## src/rtl/seg7_pkg.sv

```systemverilog
// Purpose: shared glyph constants, glyph lookup and scan FSM state type for the 7-seg scanner.
// Latency: n/a (declarations only).
// Backpressure: n/a.
package seg7_pkg;

    // Segment order is {g,f,e,d,c,b,a}, active-low.
    localparam logic [6:0] SEG_BLANK = 7'h7F;
    localparam logic [6:0] SEG_DASH  = 7'b0111111;

    typedef enum logic {
        S_BLANK = 1'b0,
        S_DRIVE = 1'b1
    } state_t;

    // Decimal glyphs for 0-9; any non-decimal nibble renders as '-'.
    function automatic logic [6:0] seg7_glyph(input logic [3:0] nibble);
        logic [6:0] g;
        case (nibble)
            4'd0:    g = 7'b1000000;
            4'd1:    g = 7'b1111001;
            4'd2:    g = 7'b0100100;
            4'd3:    g = 7'b0110000;
            4'd4:    g = 7'b0011001;
            4'd5:    g = 7'b0010010;
            4'd6:    g = 7'b0000010;
            4'd7:    g = 7'b1111000;
            4'd8:    g = 7'b0000000;
            4'd9:    g = 7'b0010000;
            default: g = SEG_DASH;
        endcase
        return g;
    endfunction

endpackage

```

## src/rtl/bcd_seg7_scan_if.sv

```systemverilog
// Purpose: groups the BCD load path and the display drive lines of the scanner.
// Latency: n/a (wiring only).
// Backpressure: none; bcd_valid is a fire-and-forget strobe.
interface bcd_seg7_scan_if;
    import seg7_pkg::*;

    logic [15:0] bcd;
    logic        bcd_valid;
    logic        blank_lz;
    logic [3:0]  dp_mask;
    logic [3:0]  an;
    logic [6:0]  seg;
    logic        dp;

    // Producer of the BCD word and display options; observes the display lines.
    modport master (
        output bcd, bcd_valid, blank_lz, dp_mask,
        input  an, seg, dp
    );

    // The scanner itself.
    modport slave (
        input  bcd, bcd_valid, blank_lz, dp_mask,
        output an, seg, dp
    );

endinterface

```

## src/rtl/bcd_to_seg7.sv

```systemverilog
// Purpose: one BCD nibble to active-low 7-segment pattern, with forced blank.
// Latency: combinational.
// Backpressure: none.
module bcd_to_seg7
    import seg7_pkg::*;
(
    input  logic [3:0] nibble,
    input  logic       blank,
    output logic [6:0] seg
);

    // Blank wins over the glyph so leading-zero suppression can reuse this path.
    always_comb begin
        seg = blank ? SEG_BLANK : seg7_glyph(nibble);
    end

endmodule

```

## src/rtl/bcd_seg7_scan.sv

```systemverilog
// Purpose: latch a 4-digit packed BCD word and scan it onto a common-anode 7-seg display.
// Latency: load visible on outputs two edges after the strobe edge; outputs are registered.
// Backpressure: none; every bcd_valid strobe overwrites the display word.
module bcd_seg7_scan
    import seg7_pkg::*;
#(
    parameter int SCAN_DIV  = 50000,
    parameter int BLANK_CYC = 16
) (
    input  logic            clk,
    input  logic            rst_n,
    bcd_seg7_scan_if.slave  bus
);

    localparam int PW = (SCAN_DIV > 1) ? $clog2(SCAN_DIV) : 1;
    localparam logic [PW-1:0] PS_LAST    = PW'(SCAN_DIV - 1);
    localparam logic [PW-1:0] BLANK_LAST = PW'((BLANK_CYC > 0) ? (BLANK_CYC - 1) : 0);
    // With no gap the FSM lives in S_DRIVE permanently.
    localparam state_t RST_STATE = (BLANK_CYC == 0) ? S_DRIVE : S_BLANK;

    logic [15:0]   disp_reg;
    logic [PW-1:0] prescale;
    logic [1:0]    idx;
    state_t        state;
    logic [3:0]    an_q;
    logic [6:0]    seg_q;
    logic          dp_q;

    logic          wrap;
    logic [3:0]    cur_nibble;
    logic          lz_blank;
    logic [6:0]    dec_seg;

    assign wrap       = (prescale == PS_LAST);
    assign cur_nibble = disp_reg[{idx, 2'b00} +: 4];

    // Display word: replaced on each strobe, independent of scan position.
    always_ff @(posedge clk or negedge rst_n) begin
        if (!rst_n) begin
            disp_reg <= 16'h0000;
        end else if (bus.bcd_valid) begin
            disp_reg <= bus.bcd;
        end
    end

    // Slot timer and digit index; index steps only on the slot wrap.
    always_ff @(posedge clk or negedge rst_n) begin
        if (!rst_n) begin
            prescale <= '0;
            idx      <= 2'd0;
        end else if (wrap) begin
            prescale <= '0;
            idx      <= idx + 2'd1;
        end else begin
            prescale <= prescale + PW'(1);
        end
    end

    // Leading-zero suppression: digit k blanks when it and every higher nibble is zero.
    always_comb begin
        lz_blank = 1'b0;
        case (idx)
            2'd1: lz_blank = (disp_reg[15:4]  == 12'h000);
            2'd2: lz_blank = (disp_reg[15:8]  == 8'h00);
            2'd3: lz_blank = (disp_reg[15:12] == 4'h0);
            default: lz_blank = 1'b0;
        endcase
        lz_blank = lz_blank & bus.blank_lz;
    end

    bcd_to_seg7 u_dec (
        .nibble (cur_nibble),
        .blank  (lz_blank),
        .seg    (dec_seg)
    );

    // Slot FSM with registered drive outputs; reset turns all anodes off at once.
    always_ff @(posedge clk or negedge rst_n) begin
        if (!rst_n) begin
            state <= RST_STATE;
            an_q  <= 4'b1111;
            seg_q <= SEG_BLANK;
            dp_q  <= 1'b1;
        end else begin
            case (state)
                S_BLANK: begin
                    an_q  <= 4'b1111;
                    seg_q <= SEG_BLANK;
                    dp_q  <= 1'b1;
                    if (prescale == BLANK_LAST) begin
                        state <= S_DRIVE;
                    end
                end
                S_DRIVE: begin
                    an_q  <= ~(4'b0001 << idx);
                    seg_q <= dec_seg;
                    dp_q  <= ~bus.dp_mask[idx];
                    if (wrap && (BLANK_CYC != 0)) begin
                        state <= S_BLANK;
                    end
                end
                default: begin
                    state <= RST_STATE;
                    an_q  <= 4'b1111;
                    seg_q <= SEG_BLANK;
                    dp_q  <= 1'b1;
                end
            endcase
        end
    end

    assign bus.an  = an_q;
    assign bus.seg = seg_q;
    assign bus.dp  = dp_q;

endmodule

```

## src/flat_wrapper.sv

```systemverilog
// flat-port wrapper written by rule: the top's interface ports become plain ports
module bcd_seg7_scan_flat import seg7_pkg::*;
#(
    parameter int SCAN_DIV  = 50000,
    parameter int BLANK_CYC = 16
)
  (clk, rst_n, bus_bcd, bus_bcd_valid, bus_blank_lz, bus_dp_mask, bus_an, bus_seg, bus_dp);
  bcd_seg7_scan_if bus_i ();
  input  logic clk;
  input  logic rst_n;
  input wire logic [$bits(bus_i.bcd)-1:0] bus_bcd;
  input wire logic [$bits(bus_i.bcd_valid)-1:0] bus_bcd_valid;
  input wire logic [$bits(bus_i.blank_lz)-1:0] bus_blank_lz;
  input wire logic [$bits(bus_i.dp_mask)-1:0] bus_dp_mask;
  output wire logic [$bits(bus_i.an)-1:0] bus_an;
  output wire logic [$bits(bus_i.seg)-1:0] bus_seg;
  output wire logic [$bits(bus_i.dp)-1:0] bus_dp;
  assign bus_i.bcd = bus_bcd;
  assign bus_i.bcd_valid = bus_bcd_valid;
  assign bus_i.blank_lz = bus_blank_lz;
  assign bus_i.dp_mask = bus_dp_mask;
  assign bus_an = bus_i.an;
  assign bus_seg = bus_i.seg;
  assign bus_dp = bus_i.dp;
  bcd_seg7_scan #(.SCAN_DIV(SCAN_DIV), .BLANK_CYC(BLANK_CYC)) u_core (.clk(clk), .rst_n(rst_n), .bus(bus_i));
endmodule
```

## config.mk

```make
export PLATFORM = sky130hd
export DESIGN_NAME = bcd_seg7_scan_flat
export DESIGN_NICKNAME = d
export VERILOG_FILES = /design/src/rtl/seg7_pkg.sv /design/src/rtl/bcd_seg7_scan_if.sv /design/src/rtl/bcd_to_seg7.sv /design/src/rtl/bcd_seg7_scan.sv /design/src/flat_wrapper.sv
export SDC_FILE = /design/constraint.sdc
export NUM_CORES = 1
export LEC_CHECK = 0
export ABC_CLOCK_PERIOD_IN_PS = 2110
export CAP_MARGIN = 20
export CORE_MARGIN = 2
export CORE_UTILIZATION = 31
export CTS_CLUSTER_DIAMETER = 200
export CTS_CLUSTER_SIZE = 28
export DETAILED_ROUTE_END_ITERATION = 10
export PLACE_DENSITY = 0.54
export SLEW_MARGIN = 10
export SYNTH_ARGS = -nofsm -noshare
export SYNTH_HDL_FRONTEND = slang
export SYNTH_SLANG_ARGS = --single-unit
```

## constraint.sdc

```tcl
create_clock -name clk -period 2.11 [get_ports clk]
set_input_delay 0.5275 -clock clk [delete_from_list [all_inputs] [get_ports clk]]
set_output_delay 0.5275 -clock clk [all_outputs]
set_load 0.1 [all_outputs]
```

==> reports/summary.txt, run 1 <==
YOSYS
--------------------------------------------------------------------------------------------------------
Sequential share of the synthesized area ..................................................       52.92%
Gate count after technology mapping .......................................................          185
Post-Synthesis Cell Area ..................................................................   2251 sq um
Simple-gate share of the synthesized area .................................................       12.12%
Combinational family with the most area after synthesis ................................... multiplexers
Post-synthesis area per instance ..........................................................  12.17 sq um
Post-synthesis register bit count .........................................................           47
Number of warnings issued by yosys ........................................................            0
Compound-gate portion of the synthesized area .............................................       6.115%
Count of cell types in the netlist ........................................................           38
Multiplexer fraction of the synthesized cell area .........................................       14.29%
Synth Area in Adders ......................................................................       6.115%
Number of enable-type register cells in the synthesized netlist ...........................            0
Async set-or-reset flop fraction in the synthesized netlist ...............................       100.0%
Area share of xor/xnor cells in the synthesized design ....................................       5.058%
Post-synthesis net count ..................................................................          220
Primary flip-flop cell chosen by synthesis mapping ........................................ sky130_fd_sc_hd__dfrtp_1

GRT
--------------------------------------------------------------------------------------------------------
Met2 usage in global routing ..............................................................       18.59%
Met1 Use GR ...............................................................................       16.35%
GRT Total Usage ...........................................................................       12.08%
Vias in the first global route ............................................................         1491
Maximum number of pins on one net before global-route repair ..............................           28
Sum of overflow across all layers after global routing ....................................            0
Busiest layer in global routing ...........................................................         met2
Met3 Use GR ...............................................................................       2.862%
Initial antenna violation count ...........................................................            0
Global-route wire length before repair .................................................... 7348 microns

FLOORPLANNING
--------------------------------------------------------------------------------------------------------
Die footprint .............................................................................   7958 sq um
Initial standard-cell utilization of the core .............................................       31.54%
Height of the die ......................................................................... 89.21 microns
Horizontal die dimension .................................................................. 89.21 microns
Number of placement rows ..................................................................           31
Floorplan core area .......................................................................   7137 sq um
Ports placed on the boundary ..............................................................           36

FINAL LAYOUT
--------------------------------------------------------------------------------------------------------
Most common library cell in the layout ignoring fill and taps ............................. sky130_fd_sc_hd__dfrtp_1
Count of antenna diodes in the layout .....................................................            0
Final cell area excluding filler cells ....................................................   2937 sq um
P&R area growth vs syn ....................................................................       30.46%
Number of fillers in the final layout .....................................................          720
Total number of nets in the final design ..................................................          259
Layout cell share with drive strength beyond 1 ............................................       26.67%
Most frequent cells in the layout ......................................................... sky130_fd_sc_hd__dfrtp_1 (34), sky130_fd_sc_hd__clkdlybuf4s50_1 (22), sky130_fd_sc_hd__mux2_2 (17)

CTS
--------------------------------------------------------------------------------------------------------
Depth of the CTS H-tree ...................................................................            2
Number of buffers added for setup after CTS ...............................................            0
Buffers from clock root to sink, at most ..................................................            2
Clock Root Buffer ......................................................................... sky130_fd_sc_hd__clkbuf_8
Post-CTS clock slew at the launch and capture registers of the worst setup and hold paths .      0.09 ns
Clock sink count ..........................................................................           47
Number of buffers added by the clock tree synthesis step ..................................            5
TritonCTS clock tree ......................................................................        built
Worst skew pair latency ...................................................................      0.30 ns

STATUS
--------------------------------------------------------------------------------------------------------
Run status ................................................................................    completed

ROUTE
--------------------------------------------------------------------------------------------------------
Post-detailed-route wirelength per cell ................................................... 13.32 microns
Number of optimization iterations in the first detailed-route pass ........................            4
Total vias in the final route .............................................................         1535
Per-cell via count in the routed design ...................................................        4.738
Number of DRC markers after the initial detailed-route iteration ..........................           93
Residual DRC ..............................................................................            0
Antenna-violating nets left ...............................................................            0
Total routed wirelength ................................................................... 4315 microns

PLACED DESIGN
--------------------------------------------------------------------------------------------------------
Hpwl dp ................................................................................... 3329 microns
Area after DPL ............................................................................   2848 sq um
Worst setup slack after placement .........................................................    0.1424 ns
Number of buffers added on ports ..........................................................           35
Routability Congestion ....................................................................       0.8030

TIMING
--------------------------------------------------------------------------------------------------------
Setup repair after global routing missed its margin .......................................        false
Crit path time final ......................................................................     1.865 ns
Tightest Pin Transition ...................................................................    0.4716 ns
Count of final setup violators ............................................................            0
Setup slack after layout ..................................................................    0.2454 ns
Hold Violations, Final ....................................................................            0
Aggregate negative setup slack ............................................................         0 ns
Number of max-slew violations in the final report .........................................            0
Slew margin rel. ..........................................................................       68.56%
Clock skew ................................................................................   0.01008 ns
Ratio of final minimum period to clock period .............................................       88.37%
Maximum clock frequency ...................................................................    536.3 MHz

WORST SETUP PATH
--------------------------------------------------------------------------------------------------------
Maximum cell stage delay along the critical path ..........................................      0.66 ns
Crit path launch .......................................................................... u_core.idx[0]$_DFFE_PN0N_
Worst Path Arrival ........................................................................      2.09 ns
CP max stage cell ......................................................................... sky130_fd_sc_hd__mux4_1
Path type of the worst setup path ......................................................... flop to flop
Critical-path maximum fanout ..............................................................            8
Reg2Reg Depth .............................................................................            6
Startpoint kind of the worst setup timing path ............................................         flop
Ordered list of cells on the worst path ................................................... mux4_1 > inv_1 > ha_1 > nor2b_1 > nor2_1 > o21ai_0
Worst path required time ..................................................................      2.34 ns
Crit end category .........................................................................         flop
Start of the worst register-to-register path .............................................. u_core.idx[0]$_DFFE_PN0N_

PWR
--------------------------------------------------------------------------------------------------------
Peak supply drop ..........................................................................     218.9 uV
Static leakage ............................................................................     1.266 nW
Ratio of total power to cell area ......................................................... 686.9 nW/um^2
Final Power ...............................................................................     2.017 mW

FLOW RUN
--------------------------------------------------------------------------------------------------------
Number of maximum-capacitance violations ..................................................            0

MIN PATH
--------------------------------------------------------------------------------------------------------
Path class of the lowest-slack min-delay path ............................................. input pin to async pin

==> cells in the mapped netlist (all sizes together) (4+ instances only) <==
cell,count,share of area (%)
mux2,17,8.5
o21ai,6,1.3
inv,11,1.8
xor2,8,3.1
nor4,6,1.7
nor2,12,2.0
dfstp,12,14
ha,11,6.1
nand3,7,1.6
dfrtp,35,39
clkbuf,4,0.67
nand2,11,1.8
mux4,5,5.3
xnor2,5,1.9
==> final cells by class <==
class	count	area (sq um)	area share (%)
clock buffer	5	68.82	2.343
clock inverter	3	18.77	0.6391
inverter	11	41.29	1.406
multi-input combinational	120	983.4	33.49
sequential	47	1192	40.60
tap	99	123.9	4.218
timing repair buffer	39	508.0	17.30
==> worst max-delay path, delay by kind of cell, from the launching register on <==
kind | cells | cell delay, ns
AOI/OAI and AO/OA | 1 | 0.18
adders and majority gates | 1 | 0.16
buffers and inverters | 1 | 0.14
DFF | 1 | 0.49
muxes | 1 | 0.66
and+or+nand+nor | 2 | 0.16
==> power by group <==
| part | switching [mW] | internal [mW] | leakage (nW) | total (mW) |
|---|---|---|---|---|
| clock network | 0.306 | 0.233 | 0.0483 | 0.540 |
| logic | 0.265 | 0.196 | 0.660 | 0.461 |
| registers | 0.0439 | 0.972 | 0.557 | 1.02 |
==> what timing repair did <==
item | in CTS | in global routing
resized for setup | 0 | 1
hold buffers | 0 | 0
hold endpoints to repair | 0 | 0
setup endpoints to repair | 0 | 3
==> path summary, 6_finish.rpt <==
path,endpoint,slack [ns]
max in group asynchronous,u_core.idx[0]$_DFFE_PN0N_,1.43
hold reg to reg,u_core.prescale[0]$_DFF_PN0_,0.47
hold / removal,u_core.prescale[7]$_DFF_PN0_,0.17
min in group clk,u_core.prescale[0]$_DFF_PN0_,0.47
setup reg to reg,u_core.bus.seg[2]$_DFF_PN1_,0.25
setup / recovery,u_core.bus.seg[2]$_DFF_PN1_,0.25
==> through the flow <==
stage	instances	utilization, %	hold slack (ns)
after floorplan	185	-	0.2319
after global placement	316	39.90	0.4691
after detailed placement	316	39.90	0.4682
after CTS	324	41.13	0.1827
after global routing	324	41.15	0.1976
final	324	41.15	0.1712
==> routing by layer <==
metal,vias up,share of wire [%]
li1,730,-
met1,760,47
met2,37,46
met3,8,3.6
met4,0,2.4
met5,-,0
==> logic make-up (layout without fill, tap and decap cells) <==
family,count (synthesis),after routing
flip-flops,47,47
buffers and inverters,18,58
adder cells (fa/ha/maj),11,11
AND/OR/NAND/NOR,54,54
multiplexers,23,23
AO/OA/AOI/OAI,19,19
XOR/XNOR,13,13
Power figures use the tool's default switching activity.
==> run 2: changes to the inputs <==
- ABC_CLOCK_PERIOD_IN_PS: 2110 -> 2200
- clock period: 2.11 -> 2.2 ns (I/O delays scaled with it)
==> run 2 against run 1 <==
  * Register-to-register slack gained 0.03 ns
  * Final area grew 0.55%
  * Count of clock-buffer cells in the layout grew 1
  * Combinational power shrank 5.0%
  * Clock power grew 20%
  * Sequential share of layout area shrank 0.27 points
  * Highest routed layer unchanged
  * Utilization grew 0.23 points
  * Critical path depth shrank 1
  * Largest power group unchanged
==> reports/summary.txt, run 2 (synthesis results as in run 1) <==
FLOORPLANNING
--------------------------------------------------------------------------------------------------------
Height of the die ......................................................................... 89.21 microns   unchanged
Number of placement rows ..................................................................           31   unchanged
Floorplan core area .......................................................................   7137 sq um   unchanged
Die footprint .............................................................................   7958 sq um   unchanged
Ports placed on the boundary ..............................................................           36   unchanged
Horizontal die dimension .................................................................. 89.21 microns   unchanged
Initial standard-cell utilization of the core .............................................       31.54%   unchanged

TIMING
--------------------------------------------------------------------------------------------------------
Slew margin rel. ..........................................................................       52.97%   was 68.56%
Tightest Pin Transition ...................................................................    0.7054 ns   was 0.4716 ns
Aggregate negative setup slack ............................................................         0 ns   unchanged
Number of max-slew violations in the final report .........................................            0   unchanged
Crit path time final ......................................................................     1.928 ns   was 1.865 ns
Ratio of final minimum period to clock period .............................................       87.65%   was 88.37%
Maximum clock frequency ...................................................................    518.6 MHz   was 536.3 MHz
Setup repair after global routing missed its margin .......................................        false   unchanged
Hold Violations, Final ....................................................................            0   unchanged
Clock skew ................................................................................   0.01312 ns   was 0.01008 ns
Count of final setup violators ............................................................            0   unchanged
Worst hold margin .........................................................................    0.2987 ns   was 0.1712 ns

CTS
--------------------------------------------------------------------------------------------------------
Clock Root Buffer ......................................................................... sky130_fd_sc_hd__clkbuf_8   unchanged
Number of buffers added by the clock tree synthesis step ..................................            5   unchanged
Number of buffers added for setup after CTS ...............................................            0   unchanged
Buffers from clock root to sink, at most ..................................................            2   unchanged
PostCTS Resize Cnt ........................................................................            0   unchanged
Clock sink count ..........................................................................           47   unchanged
TritonCTS clock tree ......................................................................        built   unchanged
Post-CTS Hold Fix Bufs ....................................................................            0   unchanged
Post-CTS clock slew at the launch and capture registers of the worst setup and hold paths .      0.09 ns   about the same
Depth of the CTS H-tree ...................................................................            2   unchanged
Worst skew pair latency ...................................................................      0.30 ns   about the same

WORST SETUP PATH
--------------------------------------------------------------------------------------------------------
Cell class contributing the biggest share of worst-path delay ............................. multiplexers   unchanged
Critical-path maximum fanout ..............................................................            8   unchanged
Worst Path Arrival ........................................................................      2.16 ns   was 2.09 ns
Worst path required time ..................................................................      2.43 ns   was 2.34 ns
CP max stage cell ......................................................................... sky130_fd_sc_hd__mux4_1   unchanged
Count of buffering cells on the critical path with inverters included .....................            1   unchanged
Ordered list of cells on the worst path ................................................... mux4_1 > inv_1 > ha_1 > o21ai_0 > nand2_1   was mux4_1 > inv_1 > ha_1 > nor2b_1 > nor2_1 > o21ai_0
Startpoint kind of the worst setup timing path ............................................         flop   unchanged
Maximum cell stage delay along the critical path ..........................................      0.68 ns   was 0.66 ns
Crit end category .........................................................................         flop   unchanged
Path type of the worst setup path ......................................................... flop to flop   unchanged

PWR
--------------------------------------------------------------------------------------------------------
Part of the power in registers ............................................................        47.3%   was 50.4%
Sw frac ...................................................................................       27.81%   was 30.52%
Switching Power ...........................................................................    0.5726 mW   was 0.6156 mW
Cell internal pwr .........................................................................     1.486 mW   was 1.401 mW
Proportion of power drawn by combinational gates ..........................................        21.3%   was 22.9%
Part of the power in the clock network ....................................................        31.4%   was 26.8%
Static leakage ............................................................................     1.276 nW   was 1.266 nW
Final Power ...............................................................................     2.059 mW   was 2.017 mW
Peak supply drop ..........................................................................     258.5 uV   was 218.9 uV
Ratio of total power to cell area ......................................................... 697.3 nW/um^2   was 686.9 nW/um^2

ROUTE
--------------------------------------------------------------------------------------------------------
Number of DRC markers after the initial detailed-route iteration ..........................          106   was 93
Per-cell via count in the routed design ...................................................        4.670   was 4.738
Total routed wirelength ................................................................... 4193 microns   was 4315 microns
Total vias in the final route .............................................................         1513   was 1535
Post-detailed-route wirelength per cell ................................................... 12.94 microns   was 13.32 microns
Number of optimization iterations in the first detailed-route pass ........................            4   unchanged
Antenna-violating nets left ...............................................................            0   unchanged
Residual DRC ..............................................................................            0   unchanged

GRT
--------------------------------------------------------------------------------------------------------
GRT Total Usage ...........................................................................       11.50%   was 12.08%
Vias in the first global route ............................................................         1396   was 1491
Sum of overflow across all layers after global routing ....................................            0   unchanged
Initial antenna violation count ...........................................................            0   unchanged
Global-route wire length before repair .................................................... 6948 microns   was 7348 microns
Maximum number of pins on one net before global-route repair ..............................           34   was 28

FINAL LAYOUT
--------------------------------------------------------------------------------------------------------
P&R area growth vs syn ....................................................................       31.18%   was 30.46%
Most common library cell in the layout ignoring fill and taps ............................. sky130_fd_sc_hd__dfrtp_1   unchanged
Layout cell share with drive strength beyond 1 ............................................       26.22%   was 26.67%
Number of fillers in the final layout .....................................................          707   was 720
Count of antenna diodes in the layout .....................................................            0   unchanged
Most frequent cells in the layout ......................................................... sky130_fd_sc_hd__dfrtp_1 (35), sky130_fd_sc_hd__clkdlybuf4s50_1 (22), sky130_fd_sc_hd__mux2_2 (17)   was sky130_fd_sc_hd__dfrtp_1 (34), sky130_fd_sc_hd__clkdlybuf4s50_1 (22), sky130_fd_sc_hd__mux2_2 (17)
Total number of nets in the final design ..................................................          259   unchanged

STATUS
--------------------------------------------------------------------------------------------------------
Run status ................................................................................    completed   unchanged

PLACED DESIGN
--------------------------------------------------------------------------------------------------------
Routability Congestion ....................................................................       0.8679   was 0.8030
Hpwl dp ................................................................................... 3246 microns   was 3329 microns
Number of buffers added on ports ..........................................................           35   unchanged

FLOW RUN
--------------------------------------------------------------------------------------------------------
Number of maximum-capacitance violations ..................................................            0   unchanged

MIN PATH
--------------------------------------------------------------------------------------------------------
Path class of the lowest-slack min-delay path ............................................. input pin to async pin   unchanged

run 2: changes by cell type in the layout (fill, tap and decap cells not counted), sizes merged:
| cell | change |
|---|---|
| bufinv | +1 |
| clkbuf | +1 |
| clkinv | -1 |
| inv | -1 |
run 2: power groups by stage:
stage	clock [mW]	combinational, mW	sequential (mW)
floorplan	0	0.101	1.14
global placement	0	0.440	0.991
detailed placement	0	0.443	0.992
CTS	0.665	0.443	0.976
global route	0.713	0.464	0.981
finish	0.646	0.438	0.975
run 2: worst paths after layout:
kind | slack [ns] | startpoint | depth (start not counted) | to
max | 0.27 | u_core.idx[0]$_DFFE_PN0N_ | 5 | u_core.bus.seg[1]$_DFF_PN1_
min | 0.30 | rst_n | 1 | u_core.idx[0]$_DFFE_PN0N_
max reg2reg | 0.27 | u_core.idx[0]$_DFFE_PN0N_ | 5 | u_core.bus.seg[1]$_DFF_PN1_
min reg2reg | 0.49 | u_core.prescale[0]$_DFF_PN0_ | 1 | u_core.prescale[0]$_DFF_PN0_
max in group asynchronous | 1.30 | rst_n | 2 | u_core.disp_reg[6]$_DFFE_PN0P_
min in group clk | 0.49 | u_core.prescale[0]$_DFF_PN0_ | 1 | u_core.prescale[0]$_DFF_PN0_
run 2: through the flow:
step,cells,cell area (sq um),worst slack (ns),util (%)
after floorplan,185,2251,0.4503,-
after global placement,316,2835,0.2962,39.73
after detailed placement,316,2835,0.2727,39.73
after CTS,324,2953,0.2538,41.37
after global routing,324,2953,0.08049,41.37
final,324,2953,0.2717,41.37
run 2: area by class of cell:
type	instances	area [sq um]	share of cell area (%)
Multi-Input combinational cell	120	983.4	33.31
Inverter	11	41.29	1.398
Timing Repair Buffer	39	495.5	16.78
Clock inverter	2	35.03	1.186
Sequential cell	47	1191	40.34
Tap cell	99	123.9	4.195
Clock buffer	6	82.58	2.797
run 2: worst reg2reg max path: stages, from the launching register on:
cell and delay [ns]:
sky130_fd_sc_hd__dfrtp_1 0.56, sky130_fd_sc_hd__mux4_1 0.68, sky130_fd_sc_hd__inv_1 0.14, sky130_fd_sc_hd__ha_1 0.25
sky130_fd_sc_hd__o21ai_0 0.16, sky130_fd_sc_hd__nand2_1 0.07
run 2: per-layer routing:
| layer | vias up | share of wire (%) | global-route usage (%) |
|---|---|---|---|
| met4 | 0 | 1.1 | 3.664 |
| met5 | - | 0 | 0 |
| met1 | 754 | 48 | 16.06 |
| met2 | 27 | 48 | 17.51 |
| li1 | 730 | - | - |
| met3 | 2 | 3.3 | 3.047 |
